**src/rtl/vga_pkg.sv**
```systemverilog
// Shared VGA 640x480@60 timing constants and the timing-block output payload.
// Also used by the drawing logic, so every boundary is derived here once.
package vga_pkg;

  // Horizontal timing in pixel clocks
  localparam int unsigned H_ACTIVE = 640;
  localparam int unsigned H_FP     = 16;
  localparam int unsigned H_SYNC   = 96;
  localparam int unsigned H_BP     = 48;
  localparam int unsigned H_TOTAL  = H_ACTIVE + H_FP + H_SYNC + H_BP;

  // Vertical timing in lines
  localparam int unsigned V_ACTIVE = 480;
  localparam int unsigned V_FP     = 10;
  localparam int unsigned V_SYNC   = 2;
  localparam int unsigned V_BP     = 33;
  localparam int unsigned V_TOTAL  = V_ACTIVE + V_FP + V_SYNC + V_BP;

  // Derived sync windows (inclusive bounds)
  localparam int unsigned H_SYNC_START = H_ACTIVE + H_FP;
  localparam int unsigned H_SYNC_END   = H_SYNC_START + H_SYNC - 1;
  localparam int unsigned V_SYNC_START = V_ACTIVE + V_FP;
  localparam int unsigned V_SYNC_END   = V_SYNC_START + V_SYNC - 1;

  // Widths
  localparam int unsigned HCNT_W = 10;
  localparam int unsigned VCNT_W = 10;
  localparam int unsigned X_W    = 10;
  localparam int unsigned Y_W    = 9;
  localparam int unsigned FDIV_W = 8;

  // Registered output bundle of the timing block
  typedef struct packed {
    logic [X_W-1:0] screen_x;
    logic [Y_W-1:0] screen_y;
    logic           active;
    logic           hsync;
    logic           vsync;
    logic           refresh;
    logic           move_tick;
  } vga_out_t;

  // Idle value: blanked, syncs deasserted (high), no strobes
  localparam vga_out_t VGA_OUT_RST = '{
    screen_x:  '0,
    screen_y:  '0,
    active:    1'b0,
    hsync:     1'b1,
    vsync:     1'b1,
    refresh:   1'b0,
    move_tick: 1'b0
  };

endpackage

```
**src/rtl/vga_timing_if.sv**
```systemverilog
// Pixel-position / sync bundle produced by vga_timing.
//   screenX/screenY : current visible pixel (0 outside the visible region)
//   active          : visible pixel
//   hsync/vsync     : active-low syncs
//   refresh         : one-cycle pulse at start of vertical blanking
//   move_tick       : one-cycle game-step strobe, every MOVE_DIV-th refresh
// master = timing generator, slave = consumer (drawing logic / DAC).
interface vga_timing_if;
  import vga_pkg::*;

  logic [X_W-1:0] screenX;
  logic [Y_W-1:0] screenY;
  logic           active;
  logic           hsync;
  logic           vsync;
  logic           refresh;
  logic           move_tick;

  modport master (
    output screenX, screenY, active, hsync, vsync, refresh, move_tick
  );

  modport slave (
    input screenX, screenY, active, hsync, vsync, refresh, move_tick
  );

endinterface

```
**src/rtl/vga_timing.sv**
```systemverilog
// VGA 640x480 timing generator with a frame divider for the game-step strobe.
// Ports:
//   vga_clock : pixel clock, all logic on its rising edge
//   reset_n   : asynchronous active-low reset (release synchronised externally)
//   vga       : vga_timing_if master; every signal registered, one cycle behind
//               the internal (hcnt, vcnt) position
module vga_timing
  import vga_pkg::*;
#(
  parameter int unsigned MOVE_DIV = 8
) (
  input  logic         vga_clock,
  input  logic         reset_n,
  vga_timing_if.master vga
);

  logic [HCNT_W-1:0] hcnt_q, hcnt_d;
  logic [VCNT_W-1:0] vcnt_q, vcnt_d;
  logic [FDIV_W-1:0] fdiv_q, fdiv_d;
  vga_out_t          out_q, out_d;

  logic h_wrap_c;
  logic v_wrap_c;
  logic active_c;
  logic refresh_c;
  logic div_hit_c;

  // Raster position: hcnt free-runs, vcnt steps once per hcnt wrap
  always_comb begin : counter_next
    h_wrap_c = (hcnt_q == HCNT_W'(H_TOTAL - 1));
    v_wrap_c = (vcnt_q == VCNT_W'(V_TOTAL - 1));
    hcnt_d   = h_wrap_c ? '0 : hcnt_q + HCNT_W'(1);
    vcnt_d   = vcnt_q;
    if (h_wrap_c) begin
      vcnt_d = v_wrap_c ? '0 : vcnt_q + VCNT_W'(1);
    end
  end

  // Frame divider: advances on each refresh condition, strobes on the last count
  always_comb begin : divider_next
    refresh_c = (hcnt_q == '0) && (vcnt_q == VCNT_W'(V_ACTIVE));
    div_hit_c = (fdiv_q == FDIV_W'(MOVE_DIV - 1));
    fdiv_d    = fdiv_q;
    if (refresh_c) begin
      fdiv_d = div_hit_c ? '0 : fdiv_q + FDIV_W'(1);
    end
  end

  // Output decode of the current position, registered below
  always_comb begin : output_next
    active_c        = (hcnt_q < HCNT_W'(H_ACTIVE)) && (vcnt_q < VCNT_W'(V_ACTIVE));
    out_d           = VGA_OUT_RST;
    out_d.active    = active_c;
    out_d.hsync     = !((hcnt_q >= HCNT_W'(H_SYNC_START)) &&
                        (hcnt_q <= HCNT_W'(H_SYNC_END)));
    out_d.vsync     = !((vcnt_q >= VCNT_W'(V_SYNC_START)) &&
                        (vcnt_q <= VCNT_W'(V_SYNC_END)));
    out_d.refresh   = refresh_c;
    out_d.move_tick = refresh_c && div_hit_c;
    if (active_c) begin
      out_d.screen_x = X_W'(hcnt_q);
      out_d.screen_y = Y_W'(vcnt_q);
    end
  end

  // State and output registers
  always_ff @(posedge vga_clock or negedge reset_n) begin : regs
    if (!reset_n) begin
      hcnt_q <= '0;
      vcnt_q <= '0;
      fdiv_q <= '0;
      out_q  <= VGA_OUT_RST;
    end else begin
      hcnt_q <= hcnt_d;
      vcnt_q <= vcnt_d;
      fdiv_q <= fdiv_d;
      out_q  <= out_d;
    end
  end

  assign vga.screenX   = out_q.screen_x;
  assign vga.screenY   = out_q.screen_y;
  assign vga.active    = out_q.active;
  assign vga.hsync     = out_q.hsync;
  assign vga.vsync     = out_q.vsync;
  assign vga.refresh   = out_q.refresh;
  assign vga.move_tick = out_q.move_tick;

endmodule

```
**src/flat_wrapper.sv**
```systemverilog
// flat-port wrapper written by rule: the top's interface ports become plain ports
module vga_timing_flat import vga_pkg::*;
#(
  parameter int unsigned MOVE_DIV = 8
)
  (vga_clock, reset_n, vga_screenX, vga_screenY, vga_active, vga_hsync, vga_vsync, vga_refresh, vga_move_tick);
  vga_timing_if vga_i ();
  input  logic vga_clock;
  input  logic reset_n;
  output wire logic [$bits(vga_i.screenX)-1:0] vga_screenX;
  output wire logic [$bits(vga_i.screenY)-1:0] vga_screenY;
  output wire logic [$bits(vga_i.active)-1:0] vga_active;
  output wire logic [$bits(vga_i.hsync)-1:0] vga_hsync;
  output wire logic [$bits(vga_i.vsync)-1:0] vga_vsync;
  output wire logic [$bits(vga_i.refresh)-1:0] vga_refresh;
  output wire logic [$bits(vga_i.move_tick)-1:0] vga_move_tick;
  assign vga_screenX = vga_i.screenX;
  assign vga_screenY = vga_i.screenY;
  assign vga_active = vga_i.active;
  assign vga_hsync = vga_i.hsync;
  assign vga_vsync = vga_i.vsync;
  assign vga_refresh = vga_i.refresh;
  assign vga_move_tick = vga_i.move_tick;
  vga_timing #(.MOVE_DIV(MOVE_DIV)) u_core (.vga_clock(vga_clock), .reset_n(reset_n), .vga(vga_i));
endmodule
```
**config.mk**
```make
export PLATFORM = sky130hd
export DESIGN_NAME = vga_timing_flat
export DESIGN_NICKNAME = d
export VERILOG_FILES = /design/src/rtl/vga_pkg.sv /design/src/rtl/vga_timing_if.sv /design/src/rtl/vga_timing.sv /design/src/flat_wrapper.sv
export SDC_FILE = /design/constraint.sdc
export NUM_CORES = 1
export LEC_CHECK = 0
export ABC_AREA = 1
export CAP_MARGIN = 20
export CORE_ASPECT_RATIO = 1.2
export CORE_MARGIN = 1
export CORE_UTILIZATION = 56
export CTS_CLUSTER_DIAMETER = 120
export CTS_CLUSTER_SIZE = 14
export DETAILED_ROUTE_END_ITERATION = 10
export GPL_TIMING_DRIVEN = 0
export PLACE_DENSITY_LB_ADDON = 0.1
export SYNTH_ARGS = -nofsm -noshare
export SYNTH_HDL_FRONTEND = slang
export SYNTH_SLANG_ARGS = --single-unit
```
**constraint.sdc**
```tcl
create_clock -name vga_clock -period 1.8 [get_ports vga_clock]
set_input_delay 0.27 -clock vga_clock [delete_from_list [all_inputs] [get_ports vga_clock]]
set_output_delay 0.27 -clock vga_clock [all_outputs]
set_load 0.1 [all_outputs]
```
# After elaboration in Yosys (flattened, before gate mapping)
# Index checks and enable logic that the tools add are counted.
# W data, S select, Z words.
[word_totals]
ff_bits = 52
output_inout_bits = 24
[op_classes]
order_cmp = 6
mux = 4
eq_ne = 4
n_reduce_logical = 8
add_sub_neg = 3
[op_table]
columns = ["cell", "count"]
rows = [
  ["$add A10 B1 Y10 const B", 2],
  ["$eq A10 B10 Y1 const B", 2],
  ["$mux W10", 2],
  ["$mux W19", 1],
  ["$eq A10 B9 Y1 const B", 1],
  ["$ge A10 B10 Y1 const B", 1],
  ["$ge A10 B9 Y1 const B", 1],
  ["$le A10 B10 Y1 const B", 1],
  ["$le A10 B9 Y1 const B", 1],
  ["$logic_not A10 Y1", 1],
  ["$lt A10 B10 Y1 const B", 1],
  ["$lt A10 B9 Y1 const B", 1],
  ["$add A8 B1 Y8 const B", 1],
  ["$eq A8 B3 Y1 const B", 1],
  ["$mux W8", 1],
  ["$logic_and A1 B1 Y1", 5],
  ["$logic_not A1 Y1", 2],
]

# Longest topological paths before layout
[depth]
ltp_word = 3
ltp_mapped = 8

# Least setup slack after synthesis
# OpenSTA, ideal clock, no wires.
[synth_path]
path_kind = "flip-flop to flip-flop"
from = "register u_core.hcnt_q[0]"
to = "register u_core.vcnt_q[4]"
synth_period_minus_slack_ps = 1352
path_stages_with_launch = 8
n_path_buf = 1
slack_ps = 448
setup_ps = 123
arrival_ps = 1229
path_cell_list = "dfrtp_1 -> ha_1 -> nand2_1 -> nor2_2 -> nand2_1 -> nor2_2 -> buf_2 -> o21ai_1"
[synth_via]
elab_chain_len = 1
[synth_lines]
columns = ["item", "line_no", "text"]
rows = [
  ["from (decl)", "vga_timing.sv:17", "logic [HCNT_W-1:0] hcnt_q, hcnt_d;"],
  ["from (signal assigned)", "vga_timing.sv:74", "hcnt_q <= hcnt_d;"],
  ["$eq A10 B10 Y1", "vga_timing.sv:30", "h_wrap_c = (hcnt_q == HCNT_W'(H_TOTAL - 1));"],
  ["to (signal assigned)", "vga_timing.sv:75", "vcnt_q <= vcnt_d;"],
  ["to (decl)", "vga_timing.sv:18", "logic [VCNT_W-1:0] vcnt_q, vcnt_d;"],
]
# Every way passes these cells.
# A chain may end at the register's enable or synchronous reset.

# Final worst setup path
[layout_path]
from = "register u_core.out_q (netlist bit u_core.vga.screenY[0])"
to = "output vga_screenY[0]"
[layout_lines]
columns = ["item", "line_no", "text"]
rows = [
  ["from (decl)", "vga_timing.sv:20", "vga_out_t out_q, out_d;"],
  ["from (signal assigned)", "vga_timing.sv:77", "out_q <= out_d;"],
  ["to (decl)", "flat_wrapper.sv:11", "output wire logic [$bits(vga_i.screenY)-1:0] vga_screenY;"],
]
# No word-level cell between the ends.

==> metrics.md <==
| Metric | Value |
|---|---|
| Status | `complete, no violations` |
| Final WS setup | `0.0263 ns` |
| Initial antenna violation count | `0` |
| Critical path's slowest cell | `dlygate4sd2_1` |
| CP endpoint kind | `primary output` |
| Die Footprint | `4770 um^2` |
| Ys Warns | `0` |
| Initial core utilization | `58.6%` |
| Hold crit path type | `primary input to asynchronous set/reset pin` |
| Top Family by Delay on Critical Path | `buffers and inverters` |
| Most common cell after layout, fill and taps aside | `nand2_1` |
| Setup repair bufs after CTS | `0` |
| Critical path launch point type | `flip-flop` |
| Most frequent cells in the layout | `nand2_1, dfrtp_1, nor2_1` |
| Core area | `4290 um^2` |
| DRT antenna net count | `0` |
| Pwr Density | `641 nW/um^2` |
| Placed Instances | `379` |
| Final #Nets | `339` |
| Critical path class | `flip-flop to primary output` |
| Clock power frac | `36.3%` |
| Worst-path fanout max | `1` |
| Worst Skew | `0.00578 ns` |
| Routability Congestion | `0.889` |
| Post-synthesis instance area | `2520 um^2` |
| Root Buffer | `clkbuf_8` |
| Setup-failing EPs final | `0` |
| Net Sw Power | `389 uW` |
| DRT iter0 DRCs | `127` |
| Worst-margin pin slew | `0.964 ns` |
| Xor-xnor portion of the synthesized cell area | `3.48%` |
| Max Cap Violations | `0` |
| Maximum clock path buffer count | `2` |
| Vias | `1961` |
| Die width | `63.2 um` |
| WL per Instance | `12.6 um` |
| Clk slew on worst S/H paths | `0.09 ns` |
| Grt total ovfl | `0` |
| Via density | `5.05` |
| Seq/Total Area, Yosys | `51.8%` |
| Fraction of power consumed by sequential logic | `62.2%` |
| Pre-CTS setup slack | `-0.0802 ns` |
| Post-synthesis adder-cell area fraction | `2.98%` |
| Vias in the first global route | `1804` |
| Setup TNS | `0 ns` |
| First-pass GRT wire length | `8180 um` |
| WP buf/inv | `1` |
| Crit path time final | `1.77 ns` |
| Largest family of logic cells by synthesized area | `simple AND/OR/NAND/NOR gates` |
| Sw frac | `20.7%` |
| Leak Pwr | `1.57 nW` |
| Buffers on Ports | `25` |
| Drt drc | `0` |
| Net Count, Synth | `305` |
| Synth Area in Compound Gates | `3.08%` |
| Worst rel slew slack | `36.0%` |
| Multiplexer share of the synthesized area | `0%` |
| Synthesized instance count | `297` |
| 1st-pass router iterations | `5` |
| Row cnt | `26` |
| WP data required | `1.53 ns` |
| Clk sinks | `52` |
| RSZ-0062 raised after global routing | `no` |
| Post-synthesis simple-gate area fraction | `31.4%` |
| CTS H-tree depth | `2` |
| Fmax | `564 MHz` |
| Antenna Cells | `0` |
| Worst skew pair latency | `0.31 ns` |
| Max Slew Vio Count | `0` |
| Wirelength, routed | `4900 um` |
| Total CTS buffers | `5` |
| Area grow syn2layout | `16.4%` |
| Syn Area/Cell | `8.48 um^2` |
| Hold Vio Cnt, Final | `0` |
| CTS tree | `built` |
| FF+latch count, synth | `52` |
| Final cell count without fillers | `388` |
| CP arrival | `1.50 ns` |
| Part of the power in combinational logic | `1.5%` |
| Total Routing Usage GR | `22.7%` |
| Max stage delay on crit path | `0.85 ns` |
| Critical Path, Cell by Cell | `dlygate4sd2_1` |
| Netlist cell types | `28` |
| Share of layout cells above drive strength 1 | `10.5%` |
| Final worst path period share | `98.5%` |
| Fin area | `2930 um^2` |
| Pin count of the biggest net entering global routing | `29` |
| Max IR drop VDD | `644 uV` |
| Hold slack | `0.496 ns` |
| I/O Pins | `26` |
| Post-placement cell area | `2850 um^2` |
| Internal Pwr Total | `1.49 mW` |
| Die Y | `75.4 um` |
| Post-DP HPWL | `3500 um` |
==> power by group through the flow <==
stage / clock network, mW / registers, mW / logic (mW)
6_report: 0.681 / 1.17 / 0.0291
5_1_grt: 0.726 / 1.17 / 0.0348
3_3_place_gp: 0 / 1.19 / 0.0249
4_1_cts: 0.695 / 1.17 / 0.0312
3_5_place_dp: 0 / 1.19 / 0.0296
2_1_floorplan: 0 / 1.19 / 0.000000651
==> stage by stage <==
step / utilization, % / total power, mW
2_1_floorplan: - / 1.19
3_3_place_gp: 66.1 / 1.22
3_5_place_dp: 66.4 / 1.22
4_1_cts: 68.2 / 1.89
5_1_grt: 68.2 / 1.93
6_report: 68.2 / 1.88
==> flip-flops by register name (all words and copies together), names as in the netlist <==
signal / cells
u_core.vga.active: 1
u_core.fdiv_q: 8
u_core.vga.refresh: 1
u_core.vga.screenY: 9
u_core.hcnt_q: 10
u_core.vga.screenX: 10
u_core.vga.move_tick: 1
u_core.vcnt_q: 10
u_core.vga.vsync: 1
u_core.vga.hsync: 1
==> layer usage <==
metal  track usage [%]  up-vias  part of all wire (%)
met1              30.2      908                    47
met3              4.04       10                   3.7
met4              13.4        0                   2.9
met2              35.7       47                    46
li1                  -      996                     -
met5                 0        -                     0
==> path summary, 6_finish.rpt <==
| check | from | end | slack [ns] | cells after the start |
|---|---|---|---|---|
| min reg2reg | u_core.fdiv_q[7] | u_core.fdiv_q[7] | 0.53 | 2 |
| max in group asynchronous | reset_n | u_core.vga.vsync | 0.69 | 3 |
| min in group vga_clock | u_core.fdiv_q[7] | u_core.fdiv_q[7] | 0.53 | 2 |
| min | reset_n | u_core.vga.active | 0.50 | 2 |
| max | u_core.vga.screenY[0] | vga_screenY[0] | 0.03 | 1 |
| max reg2reg | u_core.hcnt_q[0] | u_core.vcnt_q[4] | 0.13 | 7 |
==> layout make-up <==
class	count	area [um^2]
Buffer	5	37.5
Clock buffer	8	90.1
Fill cell	363	1360
Inverter	39	146
Multi-Input combinational cell	201	1030
Sequential cell	52	1300
Tap cell	56	70.1
Timing Repair Buffer	27	253
==> synth_stat cells <==
cell      number  area [um^2]
dfstp_2        2         52.6
nand3_2        1         10.0
nor2_4         2         22.5
buf_6          2         22.5
nor3_2         1         10.0
nand3_4        1         17.5
nand2_2        2         12.5
inv_1         36          135
inv_2          3         11.3
nand4_1        9         56.3
xnor2_1        1         8.76
nand3_1       21          105
a21oi_1        2         10.0
dfrtp_1       50         1250
nor3_1         8         40.0
nor2_2         5         31.3
nor2_1        48          180
nor2_8         1         20.0
o21ai_0        5         25.0
buf_2          3         15.0
xor2_1         9         78.8
nand2_4        1         11.3
o21ai_1        7         35.0
o211ai_1       1         7.51
nand3b_1       2         15.0
ha_1           6         75.1
or2_2          1         6.26
nand2_1       67          251
==> cells by family (layout without fill, tap and decap cells) <==
| kind of cell | count (synthesis) | in the layout |
|---|---|---|
| compound gates | 15 | 15 |
| xor+xnor | 10 | 10 |
| fa+ha+maj | 6 | 6 |
| buf+inv | 44 | 79 |
| flops | 52 | 52 |
| simple gates | 170 | 170 |
==> timing repair <==
action / in CTS / in global routing
gates resized for setup: 28 / 2
endpoints found under the hold margin: 24 / 0
hold buffers: 1 / 0
pin swaps: 0 / 0
endpoints found under the setup margin: 24 / 2
Note: power is estimated with default switching activity, not from simulation.
